==> src/rtl/cla_chunk_seq.sv <==
// Multi-cycle W*K-bit adder/subtractor: one W-bit carry-lookahead slice is
// stepped across K chunks, LSB first, with the carry registered between chunks.
module cla_chunk_seq #(
  parameter int unsigned W = 8,
  parameter int unsigned K = 4
) (
  input  logic           clk_i,
  input  logic           rst_i,
  input  logic           in_valid_i,
  output logic           in_ready_o,
  input  logic [W*K-1:0] a_i,
  input  logic [W*K-1:0] b_i,
  input  logic           cin_i,
  input  logic           sub_i,
  output logic           out_valid_o,
  input  logic           out_ready_i,
  output logic [W*K-1:0] sum_o,
  output logic           cout_o,
  output logic           ovf_o
);

  localparam int unsigned N       = W * K;
  localparam int unsigned IdxW    = (K > 1) ? $clog2(K) : 1;
  localparam logic [IdxW-1:0] IdxLast = IdxW'(K - 1);

  typedef enum logic [1:0] {StIdle, StRun, StDone} state_e;

  state_e          state_q, state_d;
  logic [IdxW-1:0] idx_q, idx_d;
  logic [N-1:0]    a_q, a_d, b_q, b_d, sum_q, sum_d;
  logic            carry_q, carry_d, cout_q, cout_d, ovf_q, ovf_d;

  logic [W-1:0]    a_chunk, b_chunk, s_chunk;
  logic            c_top, c_msb;

  assign a_chunk = W'(a_q >> (32'(idx_q) * W));
  assign b_chunk = W'(b_q >> (32'(idx_q) * W));

  always_comb begin : slice
    logic [W:0]   c;
    logic [W-1:0] g, p;
    g    = a_chunk & b_chunk;
    p    = a_chunk ^ b_chunk;
    c    = '0;
    c[0] = carry_q;
    for (int j = 0; j < W; j++) begin
      c[j+1] = g[j] | (p[j] & c[j]);
    end
    s_chunk = p ^ c[W-1:0];
    c_top   = c[W];
    c_msb   = c[W-1];
  end

  always_comb begin
    state_d = state_q;
    idx_d   = idx_q;
    a_d     = a_q;
    b_d     = b_q;
    carry_d = carry_q;
    sum_d   = sum_q;
    cout_d  = cout_q;
    ovf_d   = ovf_q;
    unique case (state_q)
      StIdle: begin
        if (in_valid_i) begin
          // Subtraction is A + ~B + 1; cin only matters for addition.
          a_d     = a_i;
          b_d     = sub_i ? ~b_i : b_i;
          carry_d = sub_i ? 1'b1 : cin_i;
          idx_d   = '0;
          state_d = StRun;
        end
      end
      StRun: begin
        for (int k = 0; k < K; k++) begin
          if (idx_q == IdxW'(k)) sum_d[k*W +: W] = s_chunk;
        end
        carry_d = c_top;
        if (idx_q == IdxLast) begin
          cout_d  = c_top;
          ovf_d   = c_top ^ c_msb;
          state_d = StDone;
        end else begin
          idx_d = idx_q + 1'b1;
        end
      end
      StDone: begin
        if (out_ready_i) state_d = StIdle;
      end
      default: state_d = StIdle;
    endcase
  end

  always_ff @(posedge clk_i or posedge rst_i) begin
    if (rst_i) begin
      state_q <= StIdle;
      idx_q   <= '0;
      a_q     <= '0;
      b_q     <= '0;
      carry_q <= 1'b0;
      sum_q   <= '0;
      cout_q  <= 1'b0;
      ovf_q   <= 1'b0;
    end else begin
      state_q <= state_d;
      idx_q   <= idx_d;
      a_q     <= a_d;
      b_q     <= b_d;
      carry_q <= carry_d;
      sum_q   <= sum_d;
      cout_q  <= cout_d;
      ovf_q   <= ovf_d;
    end
  end

  assign in_ready_o  = (state_q == StIdle);
  assign out_valid_o = (state_q == StDone);
  assign sum_o       = sum_q;
  assign cout_o      = cout_q;
  assign ovf_o       = ovf_q;

endmodule

==> config.mk <==
export PLATFORM = sky130hd
export DESIGN_NAME = cla_chunk_seq
export DESIGN_NICKNAME = d
export VERILOG_FILES = /design/src/rtl/cla_chunk_seq.sv
export SDC_FILE = /design/constraint.sdc
export NUM_CORES = 1
export LEC_CHECK = 0
export ABC_AREA = 1
export CORE_MARGIN = 8
export CORE_UTILIZATION = 35
export DETAILED_ROUTE_END_ITERATION = 10
export GPL_ROUTABILITY_DRIVEN = 0
export GPL_TIMING_DRIVEN = 0
export SYNTH_ARGS = -nofsm -noshare
export SYNTH_HDL_FRONTEND = slang
export SYNTH_SLANG_ARGS = --single-unit
==> constraint.sdc <==
create_clock -name clk_i -period 5.2 [get_ports clk_i]
set_input_delay 1.04 -clock clk_i [delete_from_list [all_inputs] [get_ports clk_i]]
set_output_delay 1.04 -clock clk_i [all_outputs]
set_load 0.005 [all_outputs]
==> results of run 1 <==
worst max-delay path, cell delays in order, from the launching register on:
cell,delay (ps)
dfrtp_1,370
buf_2,230
buf_1,480
nand3_1,140
nand2_1,120
fa_1,170
inv_1,50
fa_1,390
fa_1,400
fa_1,400
fa_1,400
fa_1,400
fa_1,420
inv_1,110
fa_1,490
o21ai_1,160
worst min-delay path by stage:
stage                       start       to  cells after the start  slack, ps
after global placement     b_q[0]   b_q[0]                      2        460
after floorplan           a_q[24]  a_q[24]                      2        450
after global routing       a_q[9]   a_q[9]                      2        500
after detailed placement  b_q[11]  b_q[11]                      2        470
after CTS                 a_q[12]  a_q[12]                      2        480
final                     b_q[12]  b_q[12]                      2        480
area by class of cell:
class,instances,area (sq um)
multi-input combinational,409,2100
timing repair buffer,105,1070
buffer,33,213
tap,184,230
fill,1437,7680
sequential,103,2580
clock inverter,1,30.0
clock buffer,13,250
inverter,43,164
cells in the mapped netlist (2+ instances only):
cell type | instances | area (sq um)
nand3_1 | 13 | 65.1
inv_2 | 2 | 7.51
inv_1 | 40 | 150
buf_2 | 13 | 65.1
buf_1 | 2 | 7.51
o21ai_2 | 9 | 78.8
fa_1 | 8 | 160
o211ai_1 | 24 | 180
o21ai_0 | 12 | 60.1
nand2_4 | 3 | 33.8
nand2_1 | 272 | 1020
buf_6 | 5 | 56.3
nand2_2 | 2 | 12.5
dfrtp_1 | 103 | 2580
xor2_1 | 32 | 280
ha_1 | 4 | 50.1
buf_4 | 9 | 67.6
clkbuf_1 | 4 | 15.0
o21ai_1 | 25 | 125
layer usage:
layer | share of wire | routed length (um) | vias up
met5 | 0 | 0 | -
li1 | - | - | 2054
met4 | 0.016 | 218 | 0
met3 | 0.060 | 800 | 15
met1 | 0.44 | 5860 | 1948
met2 | 0.48 | 6430 | 126
power groups by stage:
stage | Combinational [mW] | Clock, mW | Sequential (mW)
after floorplan | 1.50 | 0 | 1.37
after global placement | 2.29 | 0 | 1.40
after detailed placement | 2.34 | 0 | 1.41
after CTS | 2.34 | 0.673 | 1.40
after global routing | 2.64 | 0.696 | 1.45
final | 2.31 | 0.658 | 1.40
registers in the layout, indices dropped and copies added, names as in the netlist:
register / flops
sum_o: 32
b_q: 32
idx_q: 2
a_q: 32
ovf_o: 1
cout_o: 1
state_q: 2
carry_q: 1
kinds of logic (layout without fill, tap and decap cells):
family | after synthesis | count (layout) | synth area share
fa+ha+maj | 12 | 12 | 0.0416
flops | 103 | 103 | 0.510
simple gates | 294 | 294 | 0.230
compound gates | 71 | 71 | 0.0894
xor+xnor | 32 | 32 | 0.0555
buf+inv | 76 | 195 | 0.0738
what timing repair did:
action	CTS	global route
gates resized for setup	0	1
buffers inserted	0	0
setup endpoints to repair	0	6
metrics by stage:
stage               instances  setup slack [ps]  hold WS, ps
floorplan                 588               841          449
global placement          876              15.8          463
detailed placement        877               221          467
CTS                       891               196          484
global route              891              94.6          500
finish                    891               385          478
==> flow_metrics.env, run 1 <==
export IMPL_cts_sinks=103
export IMPL_worstSetupEndpointType="flip-flop"
export IMPL_rrSetupSlack_ps=390
export IMPL_r2r_end="sum_o[31]"
export IMPL_slew_headroom=0.613
export IMPL_clock_skew_ps=12.3
export IMPL_dieWidth_um=136
export IMPL_outcome="finished clean"
export IMPL_path_class="flip-flop to flip-flop"
export IMPL_avgSynthCellArea_sq_um=8.59
export IMPL_required_ps=5460
export IMPL_clkPwrFrac=0.151
export IMPL_clk_pin_slew_ps=60
export IMPL_grt_pass1_wl_um=21800
export IMPL_hold_violations=0
export IMPL_layout_common_cells="272 x nand2_1, 104 x clkdlybuf4s50_1, 103 x dfrtp_1, 39 x inv_1, 32 x xor2_1"
export IMPL_fin_setup_tns_ps=0
export IMPL_grt_antenna_before_repair=0
export IMPL_grt_pass1_vias=4425
export IMPL_p_seq_frac=0.321
export IMPL_clockRootBuffer="clkbuf_16"
export IMPL_design_area_sq_mm=0.00664
export IMPL_placed_area_sq_mm=0.00635
export IMPL_endpoint="sum_o[31]"
export IMPL_power_density_mw_per_mm2=658
export IMPL_coreArea_sq_mm=0.0143
export IMPL_hold_class="flip-flop to flip-flop"
export IMPL_die_area_sq_mm=0.0185
export IMPL_power_switching_mw=1.87
export IMPL_fin_crit_sh=0.926
export IMPL_final_nets=786
export IMPL_crit_fanout=10
export IMPL_routed_wl_um=13300
export IMPL_start_kind="flip-flop"
export IMPL_pwr_share_comb=0.528
export IMPL_drive_above_1_share=0.0835
export IMPL_busiest_layer="met2"
export IMPL_utilization=0.464
export IMPL_wl_per_cell_um=14.9
export IMPL_postRouteAntennaNets=0
export IMPL_ys_seq_area_frac=0.510
export IMPL_clk_latency_ps=340
export IMPL_timing_fmax_ghz=0.208
export IMPL_dr_total_vias=4143
export IMPL_fp_dieH_um=136
export IMPL_layout_commonest_cell="nand2_1"
export IMPL_rows=44
export IMPL_first_iter_violations=256
export IMPL_syn_nets=670
export IMPL_first_pass_iters=4
export IMPL_synth_cells=588
export IMPL_synthToLayoutAreaGrowth_pct=31.3
export IMPL_gr_total_overflow=0
export IMPL_met2_usage=0.253
export IMPL_ir_drop_v=0.000257
export IMPL_swShare=0.429
export IMPL_p_leak_nw=3.30
export IMPL_worstSetupStartpoint="idx_q[1]"
export IMPL_r2r_start="idx_q[1]"
export IMPL_grt_max_degree=67
export IMPL_hold_buffers=0
export IMPL_crit_arrival_ps=5080
export IMPL_setup_viol=0
export IMPL_cts_tree="done"
export IMPL_rsz0062_at_grt="no"
export IMPL_drv_cap=0
export IMPL_ys_seq_elements=103
export IMPL_synth_cell_types=25
export IMPL_initial_core_util=0.353
export IMPL_p_int_mw=2.49
export IMPL_syn_area_sq_mm=0.00505
export IMPL_grtUsageMet1=0.183
export IMPL_synth_main_ff_cell="dfrtp_1"
export IMPL_tightest_slew_ps=581
export IMPL_use_met3=0.0325
export IMPL_final_max_slew_violation_count=0
export IMPL_yosysWarnings=0
export IMPL_diodes=0
export IMPL_drc_errors=0
export IMPL_worstRegToRegCells=15
export IMPL_numPortBuffers=104
export IMPL_numCtsBuffers=9
export IMPL_htree_levels=3
export IMPL_hpwlAfterDp_um=10400
export IMPL_cts_buffer_depth=2
export IMPL_async_flop_share=1.00
export IMPL_avgViaCountPerCell=4.65
export IMPL_power_mw=4.37
export IMPL_ioPinCount=106
export IMPL_synth_edf_count=0
export IMPL_period_needed_ps=4810
export IMPL_grt_total_usage=0.149
No activity file was read; power rests on OpenSTA's default activity.
==> run 2, diff against run 1 <==
ABC_CLOCK_PERIOD_IN_PS = 5200   (was unset)
DONT_BUFFER_PORTS = 1   (was unset)
SLEW_MARGIN = 0   (was unset)
==> flow_metrics.env, run 2 (synthesis results as in run 1) <==
export IMPL_outcome="finished clean"
export IMPL_dr_total_vias=3792
export IMPL_layout_commonest_cell="nand2_1"
export IMPL_crit_arrival_ps=5120
export IMPL_avgViaCountPerCell=4.81
export IMPL_cts_tree="done"
export IMPL_wl_per_cell_um=17.0
export IMPL_drv_cap=0
export IMPL_final_max_slew_violation_count=0
export IMPL_die_area_sq_mm=0.0185
export IMPL_fp_dieH_um=136
export IMPL_crit_top_cell="fa_1"
export IMPL_drive_above_1_share=0.106
export IMPL_ir_drop_v=0.000279
export IMPL_rsz0062_at_grt="no"
export IMPL_clkPwrFrac=0.175
export IMPL_tightest_slew_ps=606
export IMPL_grt_total_usage=0.148
export IMPL_crit_fanout=10
export IMPL_holdWs_ps=482
export IMPL_grt_pass1_vias=4037
export IMPL_dieWidth_um=136
export IMPL_pwr_share_comb=0.483
export IMPL_cp_cell_sequence="buf_2 > buf_1 > nand3_1 > nand2_1 > fa_1 > inv_1 > fa_1 > fa_1 > fa_1 > fa_1 > fa_1 > fa_1 > inv_1 > fa_1 > o21ai_1"
export IMPL_p_leak_nw=2.92
export IMPL_required_ps=5470
export IMPL_numCtsBuffers=9
export IMPL_slew_headroom=0.596
export IMPL_critPathMaxStageDelay_ps=500
export IMPL_power_switching_mw=1.91
export IMPL_grt_max_degree=59
export IMPL_clk_latency_ps=350
export IMPL_hold_class="flip-flop to flip-flop"
export IMPL_start_kind="flip-flop"
export IMPL_numPortBuffers=0
export IMPL_slowest_stage="buf_1"
export IMPL_timing_fmax_ghz=0.206
export IMPL_dp_slack_ps=253
export IMPL_coreArea_sq_mm=0.0143
export IMPL_routed_wl_um=13400
export IMPL_fin_crit_sh=0.932
export IMPL_grt_antenna_before_repair=0
export IMPL_ioPinCount=106
export IMPL_first_iter_violations=212
export IMPL_hold_violations=0
export IMPL_fin_setup_tns_ps=0
export IMPL_diodes=0
export IMPL_layout_common_cells="272 x nand2_1, 103 x dfrtp_1, 39 x inv_1, 32 x xor2_1, 25 x o21ai_1"
export IMPL_clockRootBuffer="clkbuf_16"
export IMPL_crit_family="adder cells"
export IMPL_htree_levels=3
export IMPL_cts_sinks=103
export IMPL_p_int_mw=2.30
export IMPL_power_density_mw_per_mm2=747
export IMPL_gr_total_overflow=0
export IMPL_swShare=0.453
export IMPL_initial_core_util=0.353
export IMPL_cp_num_buf_inv=4
export IMPL_period_needed_ps=4840
export IMPL_hpwlAfterDp_um=10200
export IMPL_placed_area_sq_mm=0.00531
export IMPL_final_nets=682
export IMPL_layout_setup_ws_ps=356
export IMPL_first_pass_iters=4
export IMPL_drc_errors=0
export IMPL_worstSetupEndpointType="flip-flop"
export IMPL_utilization=0.394
export IMPL_postRouteAntennaNets=0
export IMPL_hold_buffers=0
export IMPL_p_seq_frac=0.342
export IMPL_postCtsSetupBuffers=0
export IMPL_setup_viol=0
export IMPL_cts_buffer_depth=2
export IMPL_path_class="flip-flop to flip-flop"
export IMPL_synthToLayoutAreaGrowth_pct=11.5
export IMPL_clk_pin_slew_ps=70
export IMPL_rows=44
export IMPL_grt_pass1_wl_um=21200
export IMPL_clock_skew_ps=8.17
export IMPL_design_area_sq_mm=0.00563
-- run 2: changes by cell type in the layout (fill, tap and decap cells not counted), sizes merged --
cell	change
bufinv	+1
clkbuf	-4
clkdlybuf4s50	-104
clkinv	+2
clkinvlp	+1
inv	+2
-- run 2: final timing paths --
path	from	endpoint	slack (ps)	cells after the start
hold reg to reg	a_q[15]	a_q[15]	480	2
hold / removal	a_q[15]	a_q[15]	480	2
setup reg to reg	idx_q[1]	sum_o[15]	360	15
setup / recovery	idx_q[1]	sum_o[15]	360	15
max in group asynchronous	rst_i	a_q[8]	3890	2
min in group asynchronous	rst_i	a_q[21]	620	1
-- run 2: stage by stage --
| stage | total power, mW | std cells |
|---|---|---|
| after floorplan | 2.87 | 588 |
| after global placement | 3.43 | 772 |
| after detailed placement | 3.49 | 773 |
| after CTS | 4.23 | 789 |
| after global routing | 4.58 | 789 |
| final | 4.21 | 789 |
-- run 2: routing by layer --
metal	vias up	part of all wire	wire length (um)	GRT usage
li1	1848	-	-	-
met1	1815	0.42	5580	0.179
met2	118	0.49	6530	0.247
met3	11	0.089	1190	0.0510
met4	0	0.0095	127	0.0378
met5	-	0	0	0
-- run 2: layout make-up --
class	count	area (sq um)
sequential	103	2580
inverter	43	164
timing repair buffer	1	27.5
clock buffer	9	225
clock inverter	7	95.1
fill	1452	8680
buffer	33	213
multi-input combinational	409	2100
tap	184	230
-- run 2: timing repair --
| action | 4_1_cts | 5_1_grt |
|---|---|---|
| setup endpoints to repair | 0 | 5 |
| hold endpoints to repair | 0 | 0 |
| resized for setup | 0 | 1 |
-- run 2: worst reg2reg max path: cells and delay by family (launching register included) --
kind                       cells  cell delay (ps)
AOI/OAI and AO/OA              1              170
adders and majority gates      8             3060
buffers and inverters          4              900
DFF                            1              380
and+or+nand+nor                2              270
-- run 2: power groups by stage --
stage | Clock [mW] | Sequential [mW] | Combinational (mW)
floorplan | 0 | 1.37 | 1.50
global placement | 0 | 1.44 | 1.98
detailed placement | 0 | 1.46 | 2.03
CTS | 0.748 | 1.44 | 2.04
global route | 0.782 | 1.49 | 2.30
finish | 0.736 | 1.44 | 2.03
==> run 3, diff against run 2 <==
CORE_UTILIZATION = 55   (was 35)
PLACE_DENSITY = 0.7   (was unset)
==> flow_metrics.env, run 3 (synthesis results as in run 1) <==
export IMPL_outcome="finished clean"
export IMPL_path_class="flip-flop to flip-flop"
export IMPL_power_mw=4.03
export IMPL_r2r_end="sum_o[23]"
export IMPL_p_leak_nw=2.87
export IMPL_clockRootBuffer="clkbuf_8"
export IMPL_htree_levels=3
export IMPL_slowest_stage="fa_1"
export IMPL_tightest_slew_ps=565
export IMPL_grt_pass1_wl_um=19600
export IMPL_crit_top_cell="fa_1"
export IMPL_final_max_slew_violation_count=0
export IMPL_grt_pass1_vias=3898
export IMPL_drc_errors=0
export IMPL_first_pass_iters=4
export IMPL_cts_tree="done"
export IMPL_start_kind="flip-flop"
export IMPL_place_inst=700
export IMPL_cts_sinks=103
export IMPL_ir_drop_v=0.000294
export IMPL_slew_headroom=0.623
export IMPL_dr_total_vias=3793
export IMPL_stdcell_count=716
export IMPL_numPortBuffers=0
export IMPL_postCtsSetupBuffers=0
export IMPL_setup_viol=0
export IMPL_layout_commonest_cell="nand2_1"
export IMPL_synthToLayoutAreaGrowth_pct=7.65
export IMPL_hold_buffers=0
export IMPL_placed_area_sq_mm=0.00522
export IMPL_wl_per_cell_um=17.1
export IMPL_timing_fmax_ghz=0.205
export IMPL_min_delay_start="b_q[20]"
export IMPL_r2r_start="idx_q[1]"
export IMPL_worstSetupEndpointType="flip-flop"
export IMPL_final_nets=682
export IMPL_drv_cap=0
export IMPL_dp_slack_ps=168
export IMPL_initial_core_util=0.557
export IMPL_ioPinCount=106
export IMPL_required_ps=5510
export IMPL_period_needed_ps=4870
export IMPL_first_iter_violations=253
export IMPL_layout_common_cells="272 x nand2_1, 103 x dfrtp_1, 39 x inv_1, 32 x xor2_1, 25 x o21ai_1"
export IMPL_crit_fanout=10
export IMPL_grt_max_degree=72
export IMPL_cp_cell_sequence="buf_2 > buf_1 > nand3_1 > nand2_1 > fa_1 > inv_1 > fa_1 > fa_1 > fa_1 > fa_1 > fa_1 > fa_1 > inv_1 > fa_1 > o21ai_1"
export IMPL_fin_setup_tns_ps=0
export IMPL_clk_pin_slew_ps=110
export IMPL_design_area_sq_mm=0.00544
export IMPL_worstSetupStartpoint="idx_q[1]"
export IMPL_avgViaCountPerCell=5.30
export IMPL_fp_dieH_um=112
export IMPL_clock_skew_ps=13.5
export IMPL_hold_violations=0
export IMPL_die_area_sq_mm=0.0125
export IMPL_coreArea_sq_mm=0.00906
export IMPL_grt_total_usage=0.201
export IMPL_cts_buffer_depth=2
export IMPL_postRouteAntennaNets=0
export IMPL_critPathMaxStageDelay_ps=510
export IMPL_rows=35
export IMPL_holdWs_ps=490
export IMPL_dieWidth_um=112
export IMPL_diodes=0
export IMPL_grt_antenna_before_repair=0
export IMPL_fin_crit_sh=0.937
export IMPL_gr_total_overflow=0
export IMPL_drive_above_1_share=0.106
export IMPL_hpwlAfterDp_um=9100
export IMPL_rrSetupSlack_ps=330
export IMPL_hold_class="flip-flop to flip-flop"
export IMPL_numCtsBuffers=9
export IMPL_layout_setup_ws_ps=330
export IMPL_holdPathEnd="b_q[20]"
export IMPL_crit_arrival_ps=5180
export IMPL_clk_latency_ps=370
export IMPL_routed_wl_um=12200
export IMPL_worstRegToRegCells=15
export IMPL_min_path_cells=2
export IMPL_power_density_mw_per_mm2=742
export IMPL_rsz0062_at_grt="no"
export IMPL_utilization=0.600
==> run 3: cell count changes in the layout (fill, tap and decap cells not counted), sizes merged <==
cell      change
clkinvlp      -1
bufinv        -1
clkinv        +2
==> run 3: timing repair <==
item | 4_1_cts | 5_1_grt
hold endpoints to repair | 0 | 0
resized for setup | 0 | 1
setup endpoints to repair | 0 | 6
==> run 3: cell type report <==
class / instances / area (sq um)
Sequential cell: 103 / 2580
Timing Repair Buffer: 1 / 27.5
Fill cell: 835 / 3630
Multi-Input combinational cell: 409 / 2100
Inverter: 43 / 164
Buffer: 33 / 213
Clock inverter: 7 / 92.6
Tap cell: 111 / 139
Clock buffer: 9 / 124
==> run 3: worst max-delay path by stage <==
stage                     end  slack [ps]  cells after the start
floorplan           sum_o[15]         840                     16
finish              sum_o[23]         330                     15
detailed placement  sum_o[23]         170                     16
global placement    sum_o[31]         250                     16
CTS                 sum_o[15]         140                     16
global route        sum_o[23]         120                     15
==> run 3: report_power, final <==
part	leakage (nW)	switching (mW)	internal, mW
logic	1.48	1.40	0.675
registers	1.28	0.236	1.19
clock network	0.109	0.298	0.234
total	2.87	1.94	2.10
==> run 3: critical path, delay by kind of cell (launching register included) <==
family	cells	cell delay [ps]
compound gates	1	170
fa+ha+maj	8	3080
buf+inv	4	880
flops	1	400
simple gates	2	250
==> run 3: metal layers <==
layer | wire length [um] | vias up | track usage
li1 | - | 1851 | -
met1 | 5040 | 1798 | 0.248
met2 | 5850 | 131 | 0.329
met3 | 1140 | 13 | 0.0628
met4 | 181 | 0 | 0.0602
met5 | 0 | - | 0
